### src/rtl/ripple_count_sampler_if.sv
// ripple_count_sampler_if: count bus, error clear and event outputs of the ripple counter sampler
interface ripple_count_sampler_if #(
    parameter int WIDTH  = 3,
    parameter int WRAP_W = 8
);
    logic [WIDTH-1:0]  cnt_in;
    logic              clr_err;
    logic [WIDTH-1:0]  cnt_q;
    logic              in_sync;
    logic              dec_pulse;
    logic              wrap_pulse;
    logic [WRAP_W-1:0] wrap_cnt;
    logic              err_pulse;
    logic              skip_err;
    modport master (
        output cnt_in, clr_err,
        input  cnt_q, in_sync, dec_pulse, wrap_pulse, wrap_cnt, err_pulse, skip_err
    );
    modport slave (
        input  cnt_in, clr_err,
        output cnt_q, in_sync, dec_pulse, wrap_pulse, wrap_cnt, err_pulse, skip_err
    );
endinterface

### src/rtl/ripple_count_sampler.sv
// ripple_count_sampler: synchronizes and glitch-filters a ripple down counter, emitting decrement/wrap/skip events
module ripple_count_sampler #(
    parameter int WIDTH       = 3,
    parameter int SYNC_STAGES = 2,
    parameter int STABLE_CYC  = 2,
    parameter int WRAP_W      = 8
) (
    input logic clk,
    input logic rst,
    ripple_count_sampler_if.slave bus
);
    localparam int RW = $clog2(STABLE_CYC + 1);
    localparam logic [RW-1:0] STAB    = RW'(STABLE_CYC);
    localparam logic [RW-1:0] STAB_M1 = RW'(STABLE_CYC - 1);
    typedef enum logic {INIT, TRACK} state_t;
    state_t state;
    logic [WIDTH-1:0] sync_q [SYNC_STAGES];
    logic [WIDTH-1:0] s, h, d;
    logic [RW-1:0] run, run_nxt;
    logic stable, accept, unit;
    assign s = sync_q[SYNC_STAGES-1];
    // run counts matches between successive synced samples; STABLE_CYC equal samples need STABLE_CYC-1 matches
    always_comb begin
        run_nxt = (s != h) ? '0 : (run == STAB) ? run : run + 1'b1;
        stable  = run_nxt >= STAB_M1;
        accept  = stable && (state == INIT || s != bus.cnt_q);
        d       = bus.cnt_q - s;
        unit    = d == WIDTH'(1);
    end
    always_ff @(posedge clk) begin
        if (rst) begin
            sync_q         <= '{default: '1};
            h              <= '1;
            run            <= '0;
            state          <= INIT;
            bus.cnt_q      <= '1;
            bus.in_sync    <= 1'b0;
            bus.dec_pulse  <= 1'b0;
            bus.wrap_pulse <= 1'b0;
            bus.err_pulse  <= 1'b0;
            bus.wrap_cnt   <= '0;
            bus.skip_err   <= 1'b0;
        end else begin
            sync_q[0] <= bus.cnt_in;
            for (int i = 1; i < SYNC_STAGES; i++) sync_q[i] <= sync_q[i-1];
            h              <= s;
            run            <= run_nxt;
            bus.dec_pulse  <= 1'b0;
            bus.wrap_pulse <= 1'b0;
            bus.err_pulse  <= 1'b0;
            if (accept) begin
                bus.cnt_q   <= s;
                state       <= TRACK;
                bus.in_sync <= 1'b1;
            end
            if (accept && state == TRACK) begin
                bus.dec_pulse  <= unit;
                bus.wrap_pulse <= unit && bus.cnt_q == '0;
                bus.err_pulse  <= !unit;
                if (unit && bus.cnt_q == '0) bus.wrap_cnt <= bus.wrap_cnt + 1'b1;
            end
            // a skip on the same edge as clr_err keeps the flag set
            if (accept && state == TRACK && !unit) bus.skip_err <= 1'b1;
            else if (bus.clr_err) bus.skip_err <= 1'b0;
        end
    end
endmodule
### src/flat_wrapper.sv
// flat-port wrapper written by rule: the top's interface ports become plain ports
module ripple_count_sampler_flat 
#(
    parameter int WIDTH       = 3,
    parameter int SYNC_STAGES = 2,
    parameter int STABLE_CYC  = 2,
    parameter int WRAP_W      = 8
)
  (clk, rst, bus_cnt_in, bus_clr_err, bus_cnt_q, bus_in_sync, bus_dec_pulse, bus_wrap_pulse, bus_wrap_cnt, bus_err_pulse, bus_skip_err);
  ripple_count_sampler_if #(.WIDTH(WIDTH), .WRAP_W(WRAP_W)) bus_i ();
  input logic clk;
  input logic rst;
  input wire logic [$bits(bus_i.cnt_in)-1:0] bus_cnt_in;
  input wire logic [$bits(bus_i.clr_err)-1:0] bus_clr_err;
  output wire logic [$bits(bus_i.cnt_q)-1:0] bus_cnt_q;
  output wire logic [$bits(bus_i.in_sync)-1:0] bus_in_sync;
  output wire logic [$bits(bus_i.dec_pulse)-1:0] bus_dec_pulse;
  output wire logic [$bits(bus_i.wrap_pulse)-1:0] bus_wrap_pulse;
  output wire logic [$bits(bus_i.wrap_cnt)-1:0] bus_wrap_cnt;
  output wire logic [$bits(bus_i.err_pulse)-1:0] bus_err_pulse;
  output wire logic [$bits(bus_i.skip_err)-1:0] bus_skip_err;
  assign bus_i.cnt_in = bus_cnt_in;
  assign bus_i.clr_err = bus_clr_err;
  assign bus_cnt_q = bus_i.cnt_q;
  assign bus_in_sync = bus_i.in_sync;
  assign bus_dec_pulse = bus_i.dec_pulse;
  assign bus_wrap_pulse = bus_i.wrap_pulse;
  assign bus_wrap_cnt = bus_i.wrap_cnt;
  assign bus_err_pulse = bus_i.err_pulse;
  assign bus_skip_err = bus_i.skip_err;
  ripple_count_sampler #(.WIDTH(WIDTH), .SYNC_STAGES(SYNC_STAGES), .STABLE_CYC(STABLE_CYC), .WRAP_W(WRAP_W)) u_core (.clk(clk), .rst(rst), .bus(bus_i));
endmodule
### config.mk
export PLATFORM = sky130hd
export DESIGN_NAME = ripple_count_sampler_flat
export DESIGN_NICKNAME = d
export VERILOG_FILES = /design/src/rtl/ripple_count_sampler_if.sv /design/src/rtl/ripple_count_sampler.sv /design/src/flat_wrapper.sv
export SDC_FILE = /design/constraint.sdc
export NUM_CORES = 1
export LEC_CHECK = 0
export BUFFER_PORTS_ARGS = -buffer_cell sky130_fd_sc_hd__buf_2
export CAP_MARGIN = 20
export CORE_UTILIZATION = 54
export CTS_CLUSTER_SIZE = 8
export DETAILED_ROUTE_END_ITERATION = 6
export PLACE_DENSITY = 0.84
export SYNTH_ARGS = -nofsm -noshare
export SYNTH_HDL_FRONTEND = slang
export SYNTH_SLANG_ARGS = --single-unit
### constraint.sdc
create_clock -name clk -period 2.5 [get_ports clk]
set_input_delay 0.25 -clock clk [delete_from_list [all_inputs] [get_ports clk]]
set_output_delay 0.25 -clock clk [all_outputs]
set_load 0.02 [all_outputs]
Yosys cells after proc, flatten, opt, wreduce, memory -nomap -nowiden
Index checks and enable logic that the tools add are counted.

Equal/unequal tests: 4. Bitwise gates (word level): 2. Mux-type cells: 4. Reduce and logical (&&, ||, !) cells: 10. Add/subtract/negate cells: 3. $lt $le $gt $ge: 1.

Operator list (count): $add A8 B1 Y8 const B (1); $ne A3 B3 Y1 (2); $logic_and A1 B1 Y1 (4); $mux W2 (2); $eq A3 B1 Y1 const B (1); $logic_not A3 Y1 (1); $sub A3 B3 Y3 (1); $add A2 B1 Y2 const B (1); $eq A2 B2 Y1 const B (1); $ge A2 B1 Y1 const B (1); $mux W1 (2); $not A1 Y1 (2); $reduce_and A2 Y1 (1); $reduce_bool A2 Y1 (1); $reduce_or A2 Y1 (1); $logic_not A1 Y1 (1); $logic_or A1 B1 Y1 (1).

Output and inout bits: 16. Bits in registers: 27. Input bits: 6. Word-level logic and storage cells: 35.

Depth between registers and ports, before layout
Gate-level depths: netlist (run 1).

Word-level depth: 8. Gate-level depth with buffers: 7. Depth with buffers taken out: 7.

Worst setup path after synthesis (run 1)
No wires, ideal clock.

Path kind: register -> register. From: register u_core.bus.cnt_q[0]. To: register u_core.bus.wrap_cnt[3]. Arrival time: 2.307 ns. Path buffers: 0. Stages on the path, launching flop included: 8. Required time: 2.377 ns. Period minus slack after synthesis: 2.430 ns. Setup slack: 0.070 ns. Cell sequence: dfxtp_1 -> inv_1 -> ha_1 -> fa_1 -> nor4b_1 -> nand3_1 -> nor4_1 -> mux2_1.

Cells in the longest elaborated chain, start to end: 5. Elaborated cells between the ends (all ways): 9. Those cells by class: add/sub (1); eq/ne (2); reduce/logical (6).

Ends and longest elaborated chain: from (decl) (RTL line ripple_count_sampler_if.sv:21) `output cnt_q, in_sync, dec_pulse, wrap_pulse, wrap_cnt, err_pulse, skip_err`; from (signal assigned) (RTL line ripple_count_sampler.sv:52) `bus.cnt_q <= s;`; branches (longest 4 deep; another with $sub A3 B3 Y3); $reduce_and A2 Y1 (no line) *; to (signal assigned) (RTL line ripple_count_sampler.sv:60) `if (unit && bus.cnt_q == '0) bus.wrap_cnt <= bus.wrap_cnt + 1'b1;`; to (decl) (RTL line ripple_count_sampler_if.sv:21).

Mark *: on every way between the ends. A chain may end at the register's enable or synchronous reset.

Worst setup path after layout (run 1)
From: register u_core.bus.cnt_q[0]. To: register u_core.bus.wrap_cnt[4].

Same word-level chain as after synthesis.

==> results.md, run 1 <==
* Dpl cells at around 170
* Min-Delay Path Class: input port to register
* Htree depth at 1
* Worst-Margin Slew at 506 ps
* Final ANT Viol Nets at 0
* Cell Pwr Density at between 600 and 700 mW/mm²
* CP delay by family, top: adder cells
* Slowest CP cell: fa_1
* Number of synthesized flops with an enable pin at 0
* Number of clock sinks at 27
* Lkg Pwr at approximately 0.66 nW
* Setup TNS at 0 ps
* Pint at between 0.0006 and 0.0007 W
* Clock Power Share at 0.221
* Most frequent cells in the layout: 26 x dfxtp_1, 21 x buf_2, 10 x nor2_1
* Finished Core Util at 0.662
* First-pass GRT wire length at between 3 and 4 mm
* Fin Hold WS at ~81 ps
* Post-Synthesis Cell Area at between 0.001 and 0.0015 mm²
* CP endpoint kind: register
* Max Cap Viol at 0
* Post-DR wirelength/cell at 13.0 µm
* Synth cell types at 36
* Sequential area share after synthesis at 0.419
* Required time of the critical path at between 2000 and 3000 ps
* Avg Inst Size Synth at 10.2 µm²
* Total track usage at 0.201
* I/O pin total at 22
* CTS Hold Buffers Added at 0
* Capture point of the worst reg-to-reg path: u_core.bus.wrap_cnt[4]
* Root buffer cell: clkbuf_4
* Detailed Place HPWL at ~1.6 mm
* CP Max Fanout at 7
* P_sw at just under 0.0003 W
* Flops & latches, synth at 27
* Die Width at about 51 µm
* Area of the multi-input gates at approximately 720 µm²
* Initial antenna violation count at 0
* Total length of routed wires at 2.28 mm
* Hold Crit Start: bus_cnt_in[2]
* Min cycle time layout at between 2000 and 2500 ps
* Slowest stage delay, CP at 510 ps
* Synth warn at 0
* Die ar. at around 0.0026 mm²
* Post-synthesis instance total at about 130
* Final setup fails at 0
* DR vias at between 900 and 1,000
* FILL cells at 179
* Initial Util at 0.577
* Max-slew violation count at 0
* CP startpoint: u_core.bus.cnt_q[0]
* RR Startpoint: u_core.bus.cnt_q[0]
* Worst path depth at 7
* Worst vdd ir at 0.000578 V
* Share of cells above drive strength 1 at 0.320
* Final period utilization at 0.949
* Inserted Diodes at 0
* Part of the power in registers at 0.532
* Gr ovfl total at 0
* Critical-path cell list: inv_1, ha_1, fa_1, nor4b_4, nand3_4, nor4_1, mux2_1
* WHS Endpoint: u_core.sync_q[5]
* IO buf count at 21
* DRT Pass-1 Iters at 4
* Post-synth net total at roughly 140
* Nets at around 160
* GPL Wtd Cong at just over 0.8
* Cts bufs inserted at 3
* Fin cells at between 150 and 200
* Clk Latency, worst-skew pair at ~340 ps
* Count of buffer and inverter cells on the critical path at 1
* RSZ-0062 raised after global routing: no
* Most common cell after layout, fill and taps aside: dfxtp_1
* Path depth of the worst reg2reg path at 7
* Dpl cell area at about 0.0014 mm²
* Reg2Reg Setup Slack at around 130 ps
* Ys async rst share at 0
* FF+latch area at roughly 540 µm²
* Hold path cells at 2
* Drc violations at 0
* Worst Setup Start Kind: register
* Num rows at 17
* Hold Violations, Final at 0
* Design Area, Final at 0.00148 mm²
* Largest net degree at the start of global routing at 29
* CTS max path bufs at 2
* Status: completed
* FMAX at 0.421 GHz
* Via density at between 5 and 6
* Clk pin slew, worst setup/hold paths at 150 ps
* Area grow syn2layout at 14.8%
* Core Area at around 0.0022 mm²
* Rel. slew slack at 0.662
* Die height at between 50 and 60 µm
* Number of global-route vias before repair at between 800 and 900
* Comb pwr share at 0.248
* CTS tree: done
* Max Clock Skew at ~1.8 ps
* Critical path class: register to register
* Switching Fraction at 0.325
* Main flop type after synthesis: dfxtp_1
* Starting DRT DRC Count at 14
* CP arrival at ~2600 ps
==> per-layer routing <==
| metal | routed length (µm) | vias up | part of all wire | track usage |
|---|---|---|---|---|
| met5 | 0 | - | 0 | 0 |
| met1 | 1050 | 443 | 0.46 | 0.268 |
| met3 | 83 | 3 | 0.036 | 0.0327 |
| met2 | 1130 | 26 | 0.50 | 0.311 |
| li1 | - | 476 | - | - |
| met4 | 17 | 0 | 0.0075 | 0.106 |
==> cells in the mapped netlist, drive strengths merged, types with 2 or more instances <==
library cell	count	area (µm²)
dfxtp	27	541
nor2	10	37.5
inv	8	30.0
nand3	8	40.0
nor4	8	62.6
or2	8	50.1
mux2	7	78.8
nor2b	7	43.8
xnor2	5	77.6
buf	4	31.3
ha	4	50.1
nand2	4	15.0
and2	3	18.8
nand4	3	18.8
o21ai	3	15.0
and4	2	17.5
clkbuf	2	7.51
==> kinds of logic (layout without fill, tap and decap cells) <==
logic type               Yosys count  after routing  share of synthesized area
adder cells (fa/ha/maj)            5              5                     0.0544
multiplexers                       8              8                     0.0689
flip-flops                        27             27                      0.419
XOR/XNOR                           6              6                     0.0786
AND/OR/NAND/NOR                   57             57                      0.261
buffers and inverters             14             35                     0.0534
AO/OA/AOI/OAI                      9              9                     0.0641
==> state kept, by name, indices dropped and copies added, names as in the netlist <==
name                   flops
u_core.run                 2
u_core.bus.dec_pulse       1
u_core.s                   3
u_core.h                   3
u_core.bus.err_pulse       1
u_core.sync_q              3
u_core.bus.skip_err        1
u_core.state               1
u_core.bus.wrap_cnt        8
u_core.bus.cnt_q           3
u_core.bus.wrap_pulse      1
==> area by class of cell <==
| type | count | share of cell area |
|---|---|---|
| multi-input combinational | 85 | 0.488 |
| sequential | 27 | 0.366 |
| timing repair buffer | 23 | 0.0812 |
| tap | 28 | 0.0237 |
| inverter | 8 | 0.0203 |
| clock buffer | 3 | 0.0152 |
| clock inverter | 1 | 0.00508 |
==> what timing repair did <==
action	CTS	global route
gates resized for setup	2	5
setup endpoints to repair	4	5
pin swaps	1	1
buffers inserted	2	0
==> per-stage QoR <==
| stage | power (W) | setup slack (ps) |
|---|---|---|
| 6_report | 0.000902 | 127 |
| 5_1_grt | 0.000951 | 3.45 |
| 4_1_cts | 0.000886 | 99.7 |
| 3_5_place_dp | 0.000689 | -55.3 |
| 3_3_place_gp | 0.000679 | 130 |
| 2_1_floorplan | 0.000651 | 69.9 |
==> worst max path at each step <==
stage / to
2_1_floorplan: u_core.bus.wrap_cnt[3]
3_3_place_gp: u_core.bus.wrap_cnt[6]
3_5_place_dp: u_core.bus.wrap_cnt[6]
4_1_cts: u_core.bus.wrap_cnt[6]
5_1_grt: u_core.bus.wrap_cnt[7]
6_report: u_core.bus.wrap_cnt[4]
==> worst register-to-register path, delay by kind of cell, from the launching register on <==
family | cells | cell delay (ps)
muxes | 1 | 350
and+or+nand+nor | 3 | 720
buffers and inverters | 1 | 90
adders and majority gates | 2 | 740
DFF | 1 | 370
==> power by group through the flow <==
stage                     logic, W  registers [W]  clock network (W)
final                     0.000224       0.000479           0.000199
after global routing      0.000245       0.000484           0.000223
after CTS                 0.000209       0.000476           0.000201
after detailed placement  0.000204       0.000484                  0
after global placement    0.000196       0.000483                  0
after floorplan           0.000154       0.000497                  0
Note: power is estimated with default switching activity, not from simulation.
==> run 2, diff against run 1 <==
--- a/config.mk
+++ b/config.mk
@@ -5,12 +5,13 @@
 export SDC_FILE = /design/constraint.sdc
 export NUM_CORES = 1
 export LEC_CHECK = 0
-export BUFFER_PORTS_ARGS = -buffer_cell sky130_fd_sc_hd__buf_2
 export CAP_MARGIN = 20
-export CORE_UTILIZATION = 54
+export CORE_MARGIN = 10
+export CORE_UTILIZATION = 55
 export CTS_CLUSTER_SIZE = 8
 export DETAILED_ROUTE_END_ITERATION = 6
-export PLACE_DENSITY = 0.84
+export DONT_BUFFER_PORTS = 1
+export PLACE_DENSITY = 0.77
 export SYNTH_ARGS = -nofsm -noshare
 export SYNTH_HDL_FRONTEND = slang
 export SYNTH_SLANG_ARGS = --single-unit
==> results.md, run 2 (synthesized netlist as in run 1, its figures left out) <==
* Final ANT Viol Nets at 0 (unchanged)
* Via density at 5.58 (+3.0%)
* Htree depth at 1 (unchanged)
* Clk pin slew, worst setup/hold paths at 140 ps (about the same)
* Number of global-route vias before repair at 859 (-2.3%)
* Die Width at 68.4 µm (+35%)
* DRT Pass-1 Iters at 4 (unchanged)
* First-pass GRT wire length at 4.07 mm (+4.6%)
* Area grow syn2layout at 10.9%
* CTS tree: done
* Cell Pwr Density at 609 mW/mm² (about the same)
* Initial Util at 0.583 (+0.00555)
* Most common cell after layout, fill and taps aside: dfxtp_1
* Pint at 0.000608 W (-0.14%)
* Lkg Pwr at 0.585 nW (-11%)
* IO buf count at 0 (-100%)
* Post-DR wirelength/cell at 15.1 µm (+16%)
* Tot Pwr at 0.000871 W (-3.4%)
* Die ar. at 0.00468 mm² (+81%)
* Nets at 148 (-6.9%)
* Gr ovfl total at 0 (unchanged)
* Detailed Place HPWL at 1.80 mm (+13%)
* CP Max Fanout at 3 (-4)
* Min cycle time layout at 2410 ps (+34.2 ps)
* Clock Power Share at 0.215 (-0.006)
* Total length of routed wires at 2.47 mm (+8.5%)
* CP delay by family, top: adder cells
* Clk Latency, worst-skew pair at 330 ps (about the same)
* Final period utilization at 0.963 (+0.0137)
* Most frequent cells in the layout: 27 x dfxtp_1, 10 x nor2_1, 8 x inv_1, 8 x or2_2, 8 x nand3_1
* CP arrival at 2640 ps (+20 ps)
* Inserted Diodes at 0 (unchanged)
* Core Area at 0.00221 mm² (-0.95%)
* Critical-path cell list: inv_1, ha_1, fa_1, nor4b_2, nand3_1, buf_4, nor4_1, mux2_1
* GPL Wtd Cong at 0.794 (-3.9%)
* P_sw at 0.000263 W (-10%)
* Slowest stage delay, CP at 500 ps (about the same)
* Largest net degree at the start of global routing at 27 (-6.9%)
* Max-slew violation count at 0 (unchanged)
* Worst Setup Start Kind: register
* CP endpoint kind: register
* Rel. slew slack at 0.669 (+0.00687)
* Num rows at 17 (unchanged)
* Required time of the critical path at 2730 ps (-20 ps)
* Share of cells above drive strength 1 at 0.199 (-0.121)
* I/O pin total at 22 (unchanged)
* Number of clock sinks at 27 (unchanged)
* DR vias at 915 (-3.5%)
* Initial antenna violation count at 0 (unchanged)
* Total track usage at 0.116 (-0.0846)
* CTS max path bufs at 2 (unchanged)
* Final setup fails at 0 (unchanged)
* Drc violations at 0 (unchanged)
* Fin Hold WS at 122 ps (+40.7 ps)
* Starting DRT DRC Count at 24 (+10)
* Cts bufs inserted at 3 (unchanged)
* Root buffer cell: clkbuf_4
* RSZ-0062 raised after global routing: no
* Max reg flops at 8 (unchanged)
* Die height at 68.4 µm (+35%)
* Slowest CP cell: fa_1
* Worst vdd ir at 0.000378 V (-35%)
* Part of the power in registers at 0.555 (+0.023)
* Top reg by flops: u_core.bus.wrap_cnt
* Max Clock Skew at 9.78 ps (+8.03 ps)
* Max Cap Viol at 0 (unchanged)
* Comb pwr share at 0.230 (-0.018)
* Min-Delay Path Class: input port to register
* Hold Violations, Final at 0 (unchanged)
* FMAX at 0.415 GHz (-1.4%)
* Finished Core Util at 0.646 (-0.0163)
* Status: completed
* Switching Fraction at 0.301 (-0.0232)
* Count of buffer and inverter cells on the critical path at 2 (+1)
* Worst-Margin Slew at 496 ps (-10.3 ps)
* Critical path class: register to register
==> run 2: cell count changes in the layout (fill, tap and decap cells not counted), sizes merged <==
cell,previous run,this run
buf,23,6
dlygate4sd3,0,6
clkbuf,3,4
clkinvlp,1,0
==> run 2: worst paths after layout <==
check	slack [ps]	to	cells past startpoint	from
setup reg to reg	90	u_core.bus.wrap_cnt[4]	8	u_core.bus.cnt_q[0]
setup / recovery	90	u_core.bus.wrap_cnt[4]	8	u_core.bus.cnt_q[0]
hold reg to reg	420	u_core.s[2]	1	u_core.sync_q[5]
hold / removal	120	u_core.bus.skip_err	2	rst
==> run 2: worst reg2reg max path: stages (launching register included) <==
cell and delay, ps:
dfxtp_1 360, inv_1 60, ha_1 210, fa_1 500
nor4b_2 220, nand3_1 150, buf_4 180, nor4_1 270
mux2_1 350
==> run 2: power groups by stage <==
stage / registers (W) / logic [W] / clock network (W)
after global placement: 0.000492 / 0.000178 / 0
final: 0.000484 / 0.000200 / 0.000187
after global routing: 0.000488 / 0.000225 / 0.000217
after detailed placement: 0.000493 / 0.000188 / 0
after CTS: 0.000484 / 0.000193 / 0.000196
after floorplan: 0.000497 / 0.000154 / 0
==> run 2: cell type report <==
| type | instances | area (µm²) |
|---|---|---|
| Clock buffer | 4 | 26.3 |
| Fill cell | 192 | 783 |
| Inverter | 8 | 30.0 |
| Multi-Input combinational cell | 85 | 692 |
| Sequential cell | 27 | 541 |
| Tap cell | 28 | 35.0 |
| Timing Repair Buffer | 12 | 105 |
==> run 2: through the flow <==
stage,std cells,cell area (µm²),setup TNS (ps),worst slack [ps]
finish,164,1430,0,92.8
floorplan,126,1290,0,69.9
global route,164,1430,0,1.41
global placement,152,1320,0,170
CTS,159,1370,0,87.6
detailed placement,152,1320,-43.1,-43.1
==> run 2: per-layer routing <==
metal  global-route usage  part of all wire
met5                    0                 0
met4               0.0603             0.019
met3               0.0506              0.11
met2                0.169              0.44
met1                0.141              0.43
==> run 2: timing repair <==
item / 4_1_cts / 5_1_grt
setup buffers: 2 / 0
hold endpoints to repair: 3 / 8
hold buffers: 1 / 5
pin swaps: 1 / 0
resized for setup: 1 / 1
setup endpoints to repair: 2 / 1
==> run 3, diff against run 2 <==
--- a/config.mk
+++ b/config.mk
@@ -8,10 +8,12 @@
 export CAP_MARGIN = 20
 export CORE_MARGIN = 10
 export CORE_UTILIZATION = 55
+export CTS_BUF_LIST = sky130_fd_sc_hd__clkbuf_8
 export CTS_CLUSTER_SIZE = 8
 export DETAILED_ROUTE_END_ITERATION = 6
 export DONT_BUFFER_PORTS = 1
 export PLACE_DENSITY = 0.77
+export SLEW_MARGIN = 15
 export SYNTH_ARGS = -nofsm -noshare
 export SYNTH_HDL_FRONTEND = slang
 export SYNTH_SLANG_ARGS = --single-unit
==> results.md, run 3 (synthesized netlist as in run 1, its figures left out) <==
* Status: completed
* Final period utilization at 0.961 (-0.00217)
* Slowest stage delay, CP at 500 ps (about the same)
* Finished Core Util at 0.633 (-0.0130)
* Lkg Pwr at 0.573 nW (-2.0%)
* Detailed Place HPWL at 1.80 mm (unchanged)
* IO buf count at 0 (unchanged)
* Drc violations at 0 (unchanged)
* Number of global-route vias before repair at 860 (+0.12%)
* Initial Util at 0.583 (unchanged)
* Max Cap Viol at 0 (unchanged)
* Final ANT Viol Nets at 0 (unchanged)
* Die height at 68.4 µm (unchanged)
* RSZ-0062 raised after global routing: no
* DR vias at 890 (-2.7%)
* Starting DRT DRC Count at 33 (+38%)
* I/O pin total at 22 (unchanged)
* Die ar. at 0.00468 mm² (unchanged)
* Clk pin slew, worst setup/hold paths at 90 ps (-50 ps)
* Slowest CP cell: fa_1
* Total length of routed wires at 2.44 mm (-1.3%)
* DRT Pass-1 Iters at 4 (unchanged)
* Worst Setup Start Kind: register
* Nets at 142 (-4.1%)
* FILL cells at 193 (+0.52%)
* Gr ovfl total at 0 (unchanged)
* Critical path class: register to register
* Max Clock Skew at 4.28 ps (-5.51 ps)
* Cell Pwr Density at 657 mW/mm² (+7.8%)
* Max-slew violation count at 0 (unchanged)
* FMAX at 0.416 GHz (+0.23%)
* CTS tree: done
* Post-DR wirelength/cell at 15.5 µm (+2.5%)
* GPL Wtd Cong at 0.794 (unchanged)
* Core Area at 0.00221 mm² (unchanged)
* Via density at 5.63 (+0.96%)
* Dpl cell area at 0.00132 mm² (unchanged)
* Part of the power in registers at 0.525 (-0.030)
* Area grow syn2layout at 8.64%
* Num rows at 17 (unchanged)
* Inserted Diodes at 0 (unchanged)
* Hold Violations, Final at 0 (unchanged)
* Share of cells above drive strength 1 at 0.223 (+0.0245)
* Worst-Margin Slew at 530 ps (+34.0 ps)
* Min-Delay Path Class: input port to register
* Critical-path cell list: inv_1, ha_1, fa_1, nor4b_2, nand3_1, buf_4, nor4_1, mux2_1
* Largest net degree at the start of global routing at 29 (+7.4%)
* CP Max Fanout at 3 (unchanged)
* P_sw at 0.000271 W (+3.1%)
* Switching Fraction at 0.294 (-0.00736)
* Cts bufs inserted at 3 (unchanged)
* Most common cell after layout, fill and taps aside: dfxtp_1
* Max reg flops at 8 (unchanged)
* Clk Latency, worst-skew pair at 270 ps (-60 ps)
* CTS max path bufs at 2 (unchanged)
* Top reg by flops: u_core.bus.wrap_cnt
* Rel. slew slack at 0.647 (-0.0227)
* CP endpoint kind: register
* Number of clock sinks at 27 (unchanged)
* Htree depth at 1 (unchanged)
* Required time of the critical path at 2670 ps (-60 ps)
* Total track usage at 0.117 (+0.000991)
* Initial antenna violation count at 0 (unchanged)
* Clock Power Share at 0.265 (+0.050)
* Comb pwr share at 0.211 (-0.019)
* First-pass GRT wire length at 4.10 mm (+0.66%)
* Pint at 0.000650 W (+6.8%)
* Min cycle time layout at 2400 ps (-5.43 ps)
* Die Width at 68.4 µm (unchanged)
* Design Area, Final at 0.00140 mm² (-2.0%)
* Most frequent cells in the layout: 27 x dfxtp_1, 10 x nor2_1, 9 x inv_1
* Fin Hold WS at 39.0 ps (-82.5 ps)
* Worst vdd ir at 0.000423 V (+12%)
* Final setup fails at 0 (unchanged)
* Root buffer cell: clkbuf_8
* CP arrival at 2570 ps (-70 ps)
## run 3: cell count changes in the layout (fill, tap and decap cells not counted)
| cell | before | now |
|---|---|---|
| clkbuf_4 | 3 | 0 |
| clkbuf_1 | 1 | 0 |
| inv_1 | 8 | 9 |
| dlygate4sd3_1 | 6 | 0 |
| clkbuf_8 | 0 | 3 |
| nor4_1 | 5 | 3 |
| nor4_2 | 3 | 5 |
## run 3: path summary, 6_finish.rpt
check | from | endpoint | slack [ps] | depth (start not counted)
setup / recovery | u_core.bus.cnt_q[0] | u_core.bus.wrap_cnt[5] | 100 | 8
hold / removal | rst | u_core.bus.wrap_pulse | 40 | 1
setup reg to reg | u_core.bus.cnt_q[0] | u_core.bus.wrap_cnt[5] | 100 | 8
hold reg to reg | u_core.sync_q[5] | u_core.s[2] | 410 | 1
## run 3: final cells by class
cell class / instances / area [µm²] / area share
clock buffer: 3 / 41.3 / 0.0295
inverter: 8 / 30.0 / 0.0214
tap: 28 / 35.0 / 0.0250
sequential: 27 / 541 / 0.386
timing repair buffer: 6 / 45.0 / 0.0322
clock inverter: 1 / 3.75 / 0.00268
multi-input combinational: 85 / 704 / 0.503
## run 3: timing repair
action	in CTS	in global routing
setup endpoints to repair	2	3
gates resized for setup	1	3
pin swaps	1	0
buffers inserted	2	0
hold buffers	0	0
## run 3: power groups by stage
stage	Clock, W	Combinational (W)	Sequential [W]
finish	0.000243	0.000194	0.000483
global route	0.000274	0.000217	0.000487
CTS	0.000249	0.000191	0.000484
detailed placement	0	0.000188	0.000493
global placement	0	0.000178	0.000492
floorplan	0	0.000154	0.000497
## run 3: through the flow
stage / instances / setup TNS (ps) / total power (W) / setup slack [ps]
2_1_floorplan: 126 / 0 / 0.000651 / 69.9
3_3_place_gp: 152 / 0 / 0.000670 / 170
3_5_place_dp: 152 / -43.1 / 0.000681 / -43.1
4_1_cts: 158 / 0 / 0.000924 / 93.7
5_1_grt: 158 / 0 / 0.000978 / 24.4
6_report: 158 / 0 / 0.000920 / 98.2
## run 3: critical path, delay by kind of cell, from the launching register on
kind                     cells  cell delay, ps
AND/OR/NAND/NOR              3             660
buffers and inverters        2             240
multiplexers                 1             350
flip-flops                   1             340
adder cells (fa/ha/maj)      2             710
## run 3: per-layer routing
layer	global-route usage	routed length, µm
met4	0.0603	53
met3	0.0604	265
met5	0	0
met1	0.136	1040
met2	0.172	1080
